===== src/rtl/inst_stream_encoder_pkg.sv =====
// Shared RV32I encoder definitions: format codes, error codes, FSM states,
// opcode constants, the descriptor record and the signed-range helper.
package inst_stream_encoder_pkg;

    localparam logic [2:0] FMT_R = 3'd0;
    localparam logic [2:0] FMT_I = 3'd1;
    localparam logic [2:0] FMT_S = 3'd2;
    localparam logic [2:0] FMT_B = 3'd3;
    localparam logic [2:0] FMT_U = 3'd4;
    localparam logic [2:0] FMT_J = 3'd5;

    localparam logic [1:0] ERR_NONE = 2'b00;
    localparam logic [1:0] ERR_IMM  = 2'b01;
    localparam logic [1:0] ERR_OVF  = 2'b10;
    localparam logic [1:0] ERR_FMT  = 2'b11;

    localparam logic [6:0] OP_LUI    = 7'b0110111;
    localparam logic [6:0] OP_AUIPC  = 7'b0010111;
    localparam logic [6:0] OP_JAL    = 7'b1101111;
    localparam logic [6:0] OP_JALR   = 7'b1100111;
    localparam logic [6:0] OP_BRANCH = 7'b1100011;
    localparam logic [6:0] OP_LOAD   = 7'b0000011;
    localparam logic [6:0] OP_STORE  = 7'b0100011;
    localparam logic [6:0] OP_OPIMI  = 7'b0010011;
    localparam logic [6:0] OP_OPRS2  = 7'b0110011;

    typedef enum logic [1:0] {
        ST_IDLE = 2'd0,
        ST_LOAD = 2'd1,
        ST_DONE = 2'd2,
        ST_ERR  = 2'd3
    } state_e;

    typedef struct packed {
        logic [2:0]  fmt;
        logic [6:0]  opcode;
        logic [2:0]  funct3;
        logic [6:0]  funct7;
        logic [4:0]  rd;
        logic [4:0]  rs1;
        logic [4:0]  rs2;
        logic [31:0] imm;
    } desc_t;

    // True when v is a sign-extension of its low (top+1) bits.
    function automatic logic fits_signed(input logic [31:0] v, input int top);
        logic ok;
        ok = 1'b1;
        for (int k = 0; k < 32; k++) begin
            ok = ok & ((k < top) | (v[k] == v[31]));
        end
        return ok;
    endfunction

endpackage


===== src/rtl/inst_stream_encoder_if.sv =====
// Descriptor input channel, IMEM write channel and status of the encoder.
interface inst_stream_encoder_if #(parameter int ADDR_W = 10) ();
    logic              start;
    logic              in_valid;
    logic              in_ready;
    logic [2:0]        in_fmt;
    logic [6:0]        in_opcode;
    logic [2:0]        in_funct3;
    logic [6:0]        in_funct7;
    logic [4:0]        in_rd;
    logic [4:0]        in_rs1;
    logic [4:0]        in_rs2;
    logic [31:0]       in_imm;
    logic              in_last;
    logic              imem_we;
    logic              imem_ready;
    logic [ADDR_W-1:0] imem_addr;
    logic [31:0]       imem_wdata;
    logic              busy;
    logic              done;
    logic              err;
    logic [1:0]        err_code;
    logic [ADDR_W-1:0] err_addr;
    logic [ADDR_W:0]   count;

    modport slave (
        input  start, in_valid, in_fmt, in_opcode, in_funct3, in_funct7,
               in_rd, in_rs1, in_rs2, in_imm, in_last, imem_ready,
        output in_ready, imem_we, imem_addr, imem_wdata, busy, done,
               err, err_code, err_addr, count
    );

    modport master (
        output start, in_valid, in_fmt, in_opcode, in_funct3, in_funct7,
               in_rd, in_rs1, in_rs2, in_imm, in_last, imem_ready,
        input  in_ready, imem_we, imem_addr, imem_wdata, busy, done,
               err, err_code, err_addr, count
    );
endinterface


===== src/rtl/inst_stream_encoder_pack.sv =====
// Combinational RV32I packer: builds the instruction word for a descriptor
// and flags out-of-range immediates and unknown formats.
module inst_pack
    import inst_stream_encoder_pkg::*;
(
    input  desc_t       desc_i,
    output logic [31:0] word_o,
    output logic        range_err_o,
    output logic        fmt_err_o
);

    logic is_shift_s;

    // Only OP-IMM shifts carry funct7 in the immediate field; loads also use funct3=001/101.
    assign is_shift_s = (desc_i.opcode == OP_OPIMI) &&
                        ((desc_i.funct3 == 3'b001) || (desc_i.funct3 == 3'b101));

    // Format-selected packing and immediate range check.
    always_comb begin
        word_o      = 32'd0;
        range_err_o = 1'b0;
        fmt_err_o   = 1'b0;
        case (desc_i.fmt)
            FMT_R: begin
                word_o = {desc_i.funct7, desc_i.rs2, desc_i.rs1, desc_i.funct3,
                          desc_i.rd, desc_i.opcode};
            end
            FMT_I: begin
                if (is_shift_s) begin
                    word_o      = {desc_i.funct7, desc_i.imm[4:0], desc_i.rs1,
                                   desc_i.funct3, desc_i.rd, desc_i.opcode};
                    range_err_o = (desc_i.imm[31:5] != 27'd0);
                end else begin
                    word_o      = {desc_i.imm[11:0], desc_i.rs1, desc_i.funct3,
                                   desc_i.rd, desc_i.opcode};
                    range_err_o = !fits_signed(desc_i.imm, 11);
                end
            end
            FMT_S: begin
                word_o      = {desc_i.imm[11:5], desc_i.rs2, desc_i.rs1, desc_i.funct3,
                               desc_i.imm[4:0], desc_i.opcode};
                range_err_o = !fits_signed(desc_i.imm, 11);
            end
            FMT_B: begin
                word_o      = {desc_i.imm[12], desc_i.imm[10:5], desc_i.rs2, desc_i.rs1,
                               desc_i.funct3, desc_i.imm[4:1], desc_i.imm[11], desc_i.opcode};
                range_err_o = !fits_signed(desc_i.imm, 12) || desc_i.imm[0];
            end
            FMT_U: begin
                word_o      = {desc_i.imm[31:12], desc_i.rd, desc_i.opcode};
                range_err_o = (desc_i.imm[11:0] != 12'd0);
            end
            FMT_J: begin
                word_o      = {desc_i.imm[20], desc_i.imm[10:1], desc_i.imm[11],
                               desc_i.imm[19:12], desc_i.rd, desc_i.opcode};
                range_err_o = !fits_signed(desc_i.imm, 20) || desc_i.imm[0];
            end
            default: begin
                fmt_err_o = 1'b1;
            end
        endcase
    end

endmodule


===== src/rtl/inst_stream_encoder.sv =====
// Sequential loader: accepts descriptors, encodes them through inst_pack and
// writes them to consecutive IMEM words through a one-entry output register.
module inst_stream_encoder
    import inst_stream_encoder_pkg::*;
#(
    parameter int ADDR_W    = 10,
    parameter int BASE_ADDR = 0
) (
    input  logic                 clk,
    input  logic                 rst,
    inst_stream_encoder_if.slave bus
);

    localparam logic [ADDR_W-1:0] BASE_A = ADDR_W'(BASE_ADDR);
    localparam logic [ADDR_W:0]   FULL_C = {1'b1, {ADDR_W{1'b0}}};

    state_e            state_q, state_d;
    logic [ADDR_W-1:0] ptr_q, ptr_d;
    logic [ADDR_W:0]   cnt_q, cnt_d;
    logic              we_q, we_d;
    logic [ADDR_W-1:0] addr_q, addr_d;
    logic [31:0]       wdata_q, wdata_d;
    logic              last_seen_q, last_seen_d;
    logic              err_q, err_d;
    logic [1:0]        err_code_q, err_code_d;
    logic [ADDR_W-1:0] err_addr_q, err_addr_d;
    logic              done_q, done_d;
    logic              busy_q, busy_d;

    desc_t             desc_s;
    logic [31:0]       word_s;
    logic              range_err_s;
    logic              fmt_err_s;
    logic              wr_done_s;
    logic              in_ready_s;
    logic              accept_s;
    logic              start_ok_s;
    logic              ovf_s;
    logic [ADDR_W-1:0] acc_addr_s;
    logic [ADDR_W:0]   acc_cnt_s;

    assign desc_s = '{fmt:    bus.in_fmt,
                      opcode: bus.in_opcode,
                      funct3: bus.in_funct3,
                      funct7: bus.in_funct7,
                      rd:     bus.in_rd,
                      rs1:    bus.in_rs1,
                      rs2:    bus.in_rs2,
                      imm:    bus.in_imm};

    inst_pack u_pack (
        .desc_i      (desc_s),
        .word_o      (word_s),
        .range_err_o (range_err_s),
        .fmt_err_o   (fmt_err_s)
    );

    // A new descriptor lands where the pointer will be after any write completing this cycle.
    assign wr_done_s  = we_q && bus.imem_ready;
    assign in_ready_s = (state_q == ST_LOAD) && !last_seen_q && (!we_q || bus.imem_ready);
    assign accept_s   = bus.in_valid && in_ready_s;
    assign start_ok_s = bus.start && (state_q != ST_LOAD);
    assign acc_addr_s = wr_done_s ? (ptr_q + ADDR_W'(1)) : ptr_q;
    assign acc_cnt_s  = cnt_q + (ADDR_W+1)'(wr_done_s);
    assign ovf_s      = (acc_cnt_s == FULL_C);

    // FSM next state, output register, pointer/counter and error capture.
    always_comb begin
        state_d     = state_q;
        ptr_d       = ptr_q;
        cnt_d       = cnt_q;
        we_d        = we_q;
        addr_d      = addr_q;
        wdata_d     = wdata_q;
        last_seen_d = last_seen_q;
        err_d       = err_q;
        err_code_d  = err_code_q;
        err_addr_d  = err_addr_q;
        done_d      = 1'b0;
        if (start_ok_s) begin
            state_d     = ST_LOAD;
            ptr_d       = BASE_A;
            cnt_d       = '0;
            we_d        = 1'b0;
            last_seen_d = 1'b0;
            err_d       = 1'b0;
            err_code_d  = ERR_NONE;
            err_addr_d  = '0;
        end else begin
            if (wr_done_s) begin
                we_d  = 1'b0;
                ptr_d = ptr_q + ADDR_W'(1);
                cnt_d = acc_cnt_s;
            end else begin
                we_d  = we_q;
            end
            case (state_q)
                ST_LOAD: begin
                    if (accept_s) begin
                        if (fmt_err_s || ovf_s || range_err_s) begin
                            state_d    = ST_ERR;
                            err_d      = 1'b1;
                            err_addr_d = acc_addr_s;
                            if (fmt_err_s) begin
                                err_code_d = ERR_FMT;
                            end else if (ovf_s) begin
                                err_code_d = ERR_OVF;
                            end else begin
                                err_code_d = ERR_IMM;
                            end
                        end else begin
                            we_d        = 1'b1;
                            addr_d      = acc_addr_s;
                            wdata_d     = word_s;
                            last_seen_d = bus.in_last;
                        end
                    end else if (last_seen_q && wr_done_s) begin
                        state_d = ST_DONE;
                        done_d  = 1'b1;
                    end else begin
                        state_d = ST_LOAD;
                    end
                end
                ST_DONE: state_d = ST_IDLE;
                ST_IDLE: state_d = ST_IDLE;
                ST_ERR:  state_d = ST_ERR;
                default: state_d = ST_IDLE;
            endcase
        end
        busy_d = (state_d == ST_LOAD);
    end

    // State and output registers; reset drops any pending write at once.
    always_ff @(posedge clk or posedge rst) begin
        if (rst) begin
            state_q     <= ST_IDLE;
            ptr_q       <= BASE_A;
            cnt_q       <= '0;
            we_q        <= 1'b0;
            addr_q      <= '0;
            wdata_q     <= 32'd0;
            last_seen_q <= 1'b0;
            err_q       <= 1'b0;
            err_code_q  <= ERR_NONE;
            err_addr_q  <= '0;
            done_q      <= 1'b0;
            busy_q      <= 1'b0;
        end else begin
            state_q     <= state_d;
            ptr_q       <= ptr_d;
            cnt_q       <= cnt_d;
            we_q        <= we_d;
            addr_q      <= addr_d;
            wdata_q     <= wdata_d;
            last_seen_q <= last_seen_d;
            err_q       <= err_d;
            err_code_q  <= err_code_d;
            err_addr_q  <= err_addr_d;
            done_q      <= done_d;
            busy_q      <= busy_d;
        end
    end

    assign bus.in_ready   = in_ready_s;
    assign bus.imem_we    = we_q;
    assign bus.imem_addr  = addr_q;
    assign bus.imem_wdata = wdata_q;
    assign bus.busy       = busy_q;
    assign bus.done       = done_q;
    assign bus.err        = err_q;
    assign bus.err_code   = err_code_q;
    assign bus.err_addr   = err_addr_q;
    assign bus.count      = cnt_q;

endmodule


===== src/flat_wrapper.sv =====
// flat-port wrapper written by rule: the top's interface ports become plain ports
module inst_stream_encoder_flat import inst_stream_encoder_pkg::*;
#(
    parameter int ADDR_W    = 10,
    parameter int BASE_ADDR = 0
)
  (clk, rst, bus_start, bus_in_valid, bus_in_fmt, bus_in_opcode, bus_in_funct3, bus_in_funct7, bus_in_rd, bus_in_rs1, bus_in_rs2, bus_in_imm, bus_in_last, bus_imem_ready, bus_in_ready, bus_imem_we, bus_imem_addr, bus_imem_wdata, bus_busy, bus_done, bus_err, bus_err_code, bus_err_addr, bus_count);
  inst_stream_encoder_if #(.ADDR_W(ADDR_W)) bus_i ();
  input  logic clk;
  input  logic rst;
  input wire logic [$bits(bus_i.start)-1:0] bus_start;
  input wire logic [$bits(bus_i.in_valid)-1:0] bus_in_valid;
  input wire logic [$bits(bus_i.in_fmt)-1:0] bus_in_fmt;
  input wire logic [$bits(bus_i.in_opcode)-1:0] bus_in_opcode;
  input wire logic [$bits(bus_i.in_funct3)-1:0] bus_in_funct3;
  input wire logic [$bits(bus_i.in_funct7)-1:0] bus_in_funct7;
  input wire logic [$bits(bus_i.in_rd)-1:0] bus_in_rd;
  input wire logic [$bits(bus_i.in_rs1)-1:0] bus_in_rs1;
  input wire logic [$bits(bus_i.in_rs2)-1:0] bus_in_rs2;
  input wire logic [$bits(bus_i.in_imm)-1:0] bus_in_imm;
  input wire logic [$bits(bus_i.in_last)-1:0] bus_in_last;
  input wire logic [$bits(bus_i.imem_ready)-1:0] bus_imem_ready;
  output wire logic [$bits(bus_i.in_ready)-1:0] bus_in_ready;
  output wire logic [$bits(bus_i.imem_we)-1:0] bus_imem_we;
  output wire logic [$bits(bus_i.imem_addr)-1:0] bus_imem_addr;
  output wire logic [$bits(bus_i.imem_wdata)-1:0] bus_imem_wdata;
  output wire logic [$bits(bus_i.busy)-1:0] bus_busy;
  output wire logic [$bits(bus_i.done)-1:0] bus_done;
  output wire logic [$bits(bus_i.err)-1:0] bus_err;
  output wire logic [$bits(bus_i.err_code)-1:0] bus_err_code;
  output wire logic [$bits(bus_i.err_addr)-1:0] bus_err_addr;
  output wire logic [$bits(bus_i.count)-1:0] bus_count;
  assign bus_i.start = bus_start;
  assign bus_i.in_valid = bus_in_valid;
  assign bus_i.in_fmt = bus_in_fmt;
  assign bus_i.in_opcode = bus_in_opcode;
  assign bus_i.in_funct3 = bus_in_funct3;
  assign bus_i.in_funct7 = bus_in_funct7;
  assign bus_i.in_rd = bus_in_rd;
  assign bus_i.in_rs1 = bus_in_rs1;
  assign bus_i.in_rs2 = bus_in_rs2;
  assign bus_i.in_imm = bus_in_imm;
  assign bus_i.in_last = bus_in_last;
  assign bus_i.imem_ready = bus_imem_ready;
  assign bus_in_ready = bus_i.in_ready;
  assign bus_imem_we = bus_i.imem_we;
  assign bus_imem_addr = bus_i.imem_addr;
  assign bus_imem_wdata = bus_i.imem_wdata;
  assign bus_busy = bus_i.busy;
  assign bus_done = bus_i.done;
  assign bus_err = bus_i.err;
  assign bus_err_code = bus_i.err_code;
  assign bus_err_addr = bus_i.err_addr;
  assign bus_count = bus_i.count;
  inst_stream_encoder #(.ADDR_W(ADDR_W), .BASE_ADDR(BASE_ADDR)) u_core (.clk(clk), .rst(rst), .bus(bus_i));
endmodule

===== config.mk =====
export PLATFORM = sky130hd
export DESIGN_NAME = inst_stream_encoder_flat
export DESIGN_NICKNAME = d
export VERILOG_FILES = /design/src/rtl/inst_stream_encoder_pkg.sv /design/src/rtl/inst_stream_encoder_if.sv /design/src/rtl/inst_stream_encoder_pack.sv /design/src/rtl/inst_stream_encoder.sv /design/src/flat_wrapper.sv
export SDC_FILE = /design/constraint.sdc
export NUM_CORES = 1
export LEC_CHECK = 0
export BUFFER_PORTS_ARGS = -buffer_cell sky130_fd_sc_hd__buf_2
export CAP_MARGIN = 5
export CORE_ASPECT_RATIO = 0.6
export CORE_MARGIN = 10
export CORE_UTILIZATION = 55
export DETAILED_ROUTE_END_ITERATION = 10
export GPL_ROUTABILITY_DRIVEN = 1
export PLACE_DENSITY = 0.86
export RECOVER_POWER = 50
export SYNTH_ARGS = -nofsm -noshare
export SYNTH_HDL_FRONTEND = slang
export SYNTH_SLANG_ARGS = --single-unit

===== constraint.sdc =====
create_clock -name clk -period 4.9 [get_ports clk]
set_input_delay 0.245 -clock clk [delete_from_list [all_inputs] [get_ports clk]]
set_output_delay 0.245 -clock clk [all_outputs]
set_load 0.05 [all_outputs]

; ---- Word level (Yosys, flattened, before mapping)
; Index checks and enable logic that the tools add are counted.
; Widths: inputs -> output; s select.
[op_classes]
add_sub_neg = 2
eq_ne = 35
bitwise = 49
reduce_logical = 31
mux = 41
[ops]
columns = op, count
row1 = $pmux 32 s6, 1
row2 = $mux 10, 6
row3 = $and 1x1->1, 47
row4 = $mux 32, 1
row5 = $reduce_bool 27->1, 1
row6 = $mux 11, 2
row7 = $eq 1x1->1, 20
row8 = $mux 2, 10
row9 = $mux 1, 19
row10 = $reduce_bool 12->1, 1
row11 = $add 11x1->11, 1
row12 = $eq 11x11->1 const B, 1
row13 = $add 10x1->10 const B, 1
row14 = $eq 3x3->1 const B, 3
row15 = $reduce_bool 2->1, 4
row16 = $eq 7x5->1 const B, 1
row17 = $logic_and 1x1->1, 7
row18 = $eq 3x1->1 const B, 2
row19 = $eq 3x2->1 const B, 2
row20 = $logic_or 1x1->1, 6
row21 = $pmux 2 s3, 1
row22 = $reduce_and 3->1, 2
row23 = $reduce_or 6->1, 1
row24 = $logic_not 1->1, 5
row25 = other kinds (9), 13
[word_totals]
regBits = 82
inputBits = 73
out_inout_bits = 70

; ---- Longest topological paths before layout
[depth]
ltp_word = 29
ltp_mapped = 13
depth_no_buf = 11

; ---- Cells and area by module
; Synthesis repeated with hierarchy kept, for this count alone.
[unflattened]
hier_cells = 426
hier_area_um2 = 4420.5
[modules_own_cells]
columns = module, n_inst, seq_area_each_um2, cells_per_inst, area_each_um2
row1 = inst_stream_encoder, 1, 2052.0, 297, 3585.9
row2 = inst_pack, 1, 0.0, 129, 834.6

; ---- Worst setup path after synthesis
; Ideal clock, no wire load.
[synth_timing]
kind = register to register
startpoint = register u_core.we_q, in the netlist u_core.bus.imem_we
endpoint = register u_core.wdata_q[12], in the netlist u_core.bus.imem_wdata[12]
setup_slack_ps = 1277
arrival_time_ps = 3496
path_stages_with_launch = 13
period_less_slack_ps = 3623
path_cell_list = dfrtp_1 > nand2_1 > inv_1 > buf_1 > ha_1 > ha_1 > nand2_1 > or4_1 > xnor2_1 > o2111a_1 > nor3_4 > buf_6 > mux2_1
[synth_via]
elab_chain_cells = 7
word_cells_on_any_way = 11
[synth_lines]
columns = item, line
row1 = from (decl), inst_stream_encoder.sv:20  ; logic we_q, we_d;
row2 = from (signal assigned), inst_stream_encoder.sv:152  ; we_q <= we_d;
row3 = $logic_and 1x1->1, inst_stream_encoder.sv:59  ; assign wr_done_s = we_q && bus.imem_ready;
row4 = $add 11x1->11, inst_stream_encoder.sv:64  ; assign acc_cnt_s = cnt_q + (ADDR_W+1)'(wr_done_s);
row5 = $eq 11x11->1, inst_stream_encoder.sv:65  ; assign ovf_s = (acc_cnt_s == FULL_C);
row6 = $logic_or 1x1->1 (2 in series), inst_stream_encoder.sv:100  ; if (fmt_err_s || ovf_s || range_err_s) begin
row7 = $not 1->1 (no source line), -
row8 = $reduce_and 4->1 (no source line) (*), -
row9 = to (signal assigned), inst_stream_encoder.sv:154  ; wdata_q <= wdata_d;
row10 = to (decl), inst_stream_encoder.sv:22  ; logic [31:0] wdata_q, wdata_d;
; Every way passes the cells marked *; elsewhere a longest branch is shown, timed or not.
; A chain may end at the register's enable or synchronous reset.

; ---- Worst setup path in the final report
[layout_timing]
startpoint = register u_core.we_q, in the netlist u_core.bus.imem_we
endpoint = register u_core.err_q, in the netlist u_core.bus.err
[layout_via]
elab_chain_cells = 7
word_cells_on_any_way = 12
[layout_lines]
columns = item, line
row1 = $logic_and 1x1->1, inst_stream_encoder.sv:59
row2 = $add 11x1->11, inst_stream_encoder.sv:64
row3 = $eq 11x11->1, inst_stream_encoder.sv:65
row4 = $logic_or 1x1->1 (2 in series), inst_stream_encoder.sv:100
row5 = $reduce_bool 2->1 (no source line), -
row6 = $reduce_and 3->1 (no source line) (*), -
row7 = to (signal assigned), inst_stream_encoder.sv:156  ; err_q <= err_d;
row8 = to (decl), inst_stream_encoder.sv:24  ; logic err_q, err_d;
; Marked as above.

==> metrics.csv <==
metric;value;unit
Slew Viols, Final;83;
Routed WL;13100;microns
failing checks;max-capacitance violations, max-slew violations;
Post-CTS Setup Bufs;0;
Yosys reg bits;82;
1st-pass router iterations;5;
fin nets;654;
sequential area share after synthesis;47.9;%
final setup vio count;0;
drt wl/cell;19.1;microns
largest net degree at the start of global routing;83;
initial antenna violation count;0;
mux cell area share after synthesis;10.4;%
Initial Utilization;57.7;%
Die Area;11800;sq um
ant diodes;0;
highest-delay cell along the critical path;nor3_2;
Post-synth top cells;82 x dfrtp_1, 56 x nand2_1, 43 x a21oi_1;
CTS root buf;clkbuf_16;
Critical Path Max Stage Delay;0.93;ns
Netlist cell types;52;
simple logic cell fraction of the synthesized area;17.2;%
critical path data required time;5.12;ns
top-area cell type share of the netlist area;47.9;%
Post-Syn Instances;447;
top-count cell post-synth;dfrtp_1;
post-synthesis net count;523;
Flop pwr share;32.4;%
setup TNS;0;ns
CTS max path bufs;2;
antenna-violating nets left;0;
total track usage;21.5;%
Max-slew headroom;-35.4;%
vias per cell;5.73;
total grt overflow;0;
clk slew on worst S/H paths;0.06;ns
number of global-route vias before repair;3966;
vias;3931;
Logic pwr share;45.2;%
Crit Path Class;reg2reg;
I/O Pins;143;
Sink Count;82;
DP Cell Count;671;
Syn-to-layout area delta;23.3;%
H-tree depth;3;
first-pass GRT wire length;20500;microns
crit path cell chain;nand2_1 -> inv_1 -> ha_1 -> ha_1 -> nand2_1 -> or4_1 -> xnor2_1 -> o2111a_1 -> nor3_2 -> nor2_2 -> a21o_1;
Setup Skew;0.00503;ns
critical path launch point type;flip-flop;
post-route clock period utilization;85.9;%
Post-Syn Area;4280;sq um
Post-Synth XOR/XNOR Area;3.89;%
Critical Path AT;4.43;ns
share of cells above drive strength 1;23.7;%
Cell Pwr Density;595;nW/um^2
Worst VDD drop;397;uV
DP Wirelength;9660;microns
ys async rst share;100;%
clock period minus worst slack;4.21;ns
main combinational cell family by area after synthesis;simple AND/OR/NAND/NOR gates;
status;complete, but fails checks;
core box area;7420;sq um
dominant cells by area after synthesis;dfrtp_1 48%, mux2i_1 5.1%, a21oi_1 5.0%, nand2_1 4.9%, mux2_1 3.7%;
area share of fa/ha/maj cells after synthesis;0.877;%
# hold bufs at CTS;0;
EDFF count, synth;0;
CP Capture Type;flip-flop;
number of max-cap violations;1;
Yosys warning count;0;
CTS tree;done;
worst-path fanout max;17;
unrepaired setup endpoints after global routing;no;
residual DRC count;0;
switching power;0.00151;W
switch share;48.0;%
Hold/Removal Path Class;in2reg;
most area-hungry cell type in the Yosys netlist;dfrtp_1;
number of DRC markers in iteration 0;427;
max frequency;238;MHz
Die H;88.3;microns
Synth Area in Compound Gates;14.6;%
clk_lat worst skew;0.34;ns
clock power share;22.5;%
fillers;582;
# rows;24;
Tot Pwr;0.00314;W
placer congestion estimate;0.898;
fin cells;686;
I/O Buffers;142;
Cell Int Power;0.00163;W
cts repair resizes;0;
Worst Max-Slew Pin Slew;2.03;ns
syn_area_per_cell;9.58;sq um
die width;134;microns
final hold violation count;0;
Primary FF master, synth;dfrtp_1;
cts bufs inserted;9;
Leakage Power;2.51;nW
-- state kept, by name (all words and copies together), names as in the netlist --
| name | flops |
|---|---|
| u_core.bus.err_code | 2 |
| u_core.bus.err | 1 |
| u_core.bus.imem_we | 1 |
| u_core.bus.imem_addr | 10 |
| u_core.bus.err_addr | 10 |
| u_core.bus.count | 11 |
| u_core.bus.busy | 1 |
| u_core.bus.done | 1 |
| u_core.state_q | 2 |
| u_core.last_seen_q | 1 |
| u_core.ptr_q | 10 |
| u_core.bus.imem_wdata | 32 |
-- cell type report --
class | count | area [sq um] | area share (%)
Multi-Input combinational cell | 316 | 2010 | 38.1
Sequential cell | 82 | 2050 | 38.9
Clock buffer | 9 | 225 | 4.27
Clock inverter | 6 | 82.6 | 1.56
Inverter | 24 | 91.3 | 1.73
Timing Repair Buffer | 145 | 687 | 13.0
Tap cell | 104 | 130 | 2.47
-- cell usage in the layout, fill, tap and decap left out, types with 3 or more instances in the layout --
master and instances:
buf_2 107, dfrtp_1 82, nand2_1 56, a21oi_1 43
clkbuf_1 35, nor2_1 31, o21ai_0 24, inv_1 23
mux2i_1 22, mux2_1 14, nand3_1 13, nor2b_1 12
xor2_1 11, clkbuf_16 9, xnor2_1 8, nand4_1 7
a222oi_1 7, nor3_1 6, mux2_2 6, or3_1 5
a22oi_1 5, nor4_1 4, nand2b_1 3, o31ai_1 3
a31oi_1 3, ha_1 3, clkinv_2 3
-- power by group through the flow --
stage               Clock [W]  Sequential, W  Combinational [W]
detailed placement          0        0.00102            0.00146
global route         0.000746        0.00104            0.00150
global placement            0        0.00101            0.00143
CTS                  0.000717        0.00101            0.00146
floorplan                   0        0.00170           0.000388
finish               0.000706        0.00102            0.00142
-- stage by stage --
step	area (sq um)	hold WS (ns)	worst slack [ns]	utilization, %
4_1_cts	5320	0.131	0.734	71.8
6_report	5280	0.141	0.690	71.2
3_3_place_gp	5020	0.458	1.04	67.6
2_1_floorplan	4280	0.370	1.28	-
3_5_place_dp	5020	0.472	0.794	67.6
5_1_grt	5280	0.132	0.430	71.2
-- metal layers --
layer | wire, microns | up-vias | track usage [%]
met4 | 132 | 0 | 6.00
met5 | 0 | - | 0
met1 | 5790 | 1890 | 27.4
met3 | 1240 | 16 | 7.98
met2 | 5930 | 188 | 34.0
li1 | - | 1837 | -
-- worst max-delay path, delay by kind of cell, from the launching register on --
kind	cells	cell delay (ns)
AOI/OAI and AO/OA	2	0.48
xor gates and xnor gates	1	0.16
adders and majority gates	2	0.46
buffers and inverters	1	0.41
DFF	1	0.36
and+or+nand+nor	5	2.22
-- path summary, 6_finish.rpt --
check                                          start                         to  slack [ns]  cells after the start
min in group asynchronous                        rst   u_core.bus.imem_wdata[4]        0.64                      3
max in group asynchronous                        rst  u_core.bus.imem_wdata[25]        3.05                      3
hold / removal                           bus_in_last         u_core.last_seen_q        0.14                      2
hold reg to reg            u_core.bus.imem_wdata[14]  u_core.bus.imem_wdata[14]        0.49                      1
setup / recovery                  u_core.bus.imem_we             u_core.bus.err        0.69                     11
setup reg to reg                  u_core.bus.imem_we             u_core.bus.err        0.69                     11
-- kinds of logic after synthesis --
logic type / Yosys count
adders and majority gates: 3
xor gates and xnor gates: 19
DFF: 82
AOI/OAI and AO/OA: 101
and+or+nand+nor: 151
muxes: 42
buffers and inverters: 49
Note: power is estimated with default switching activity, not from simulation.
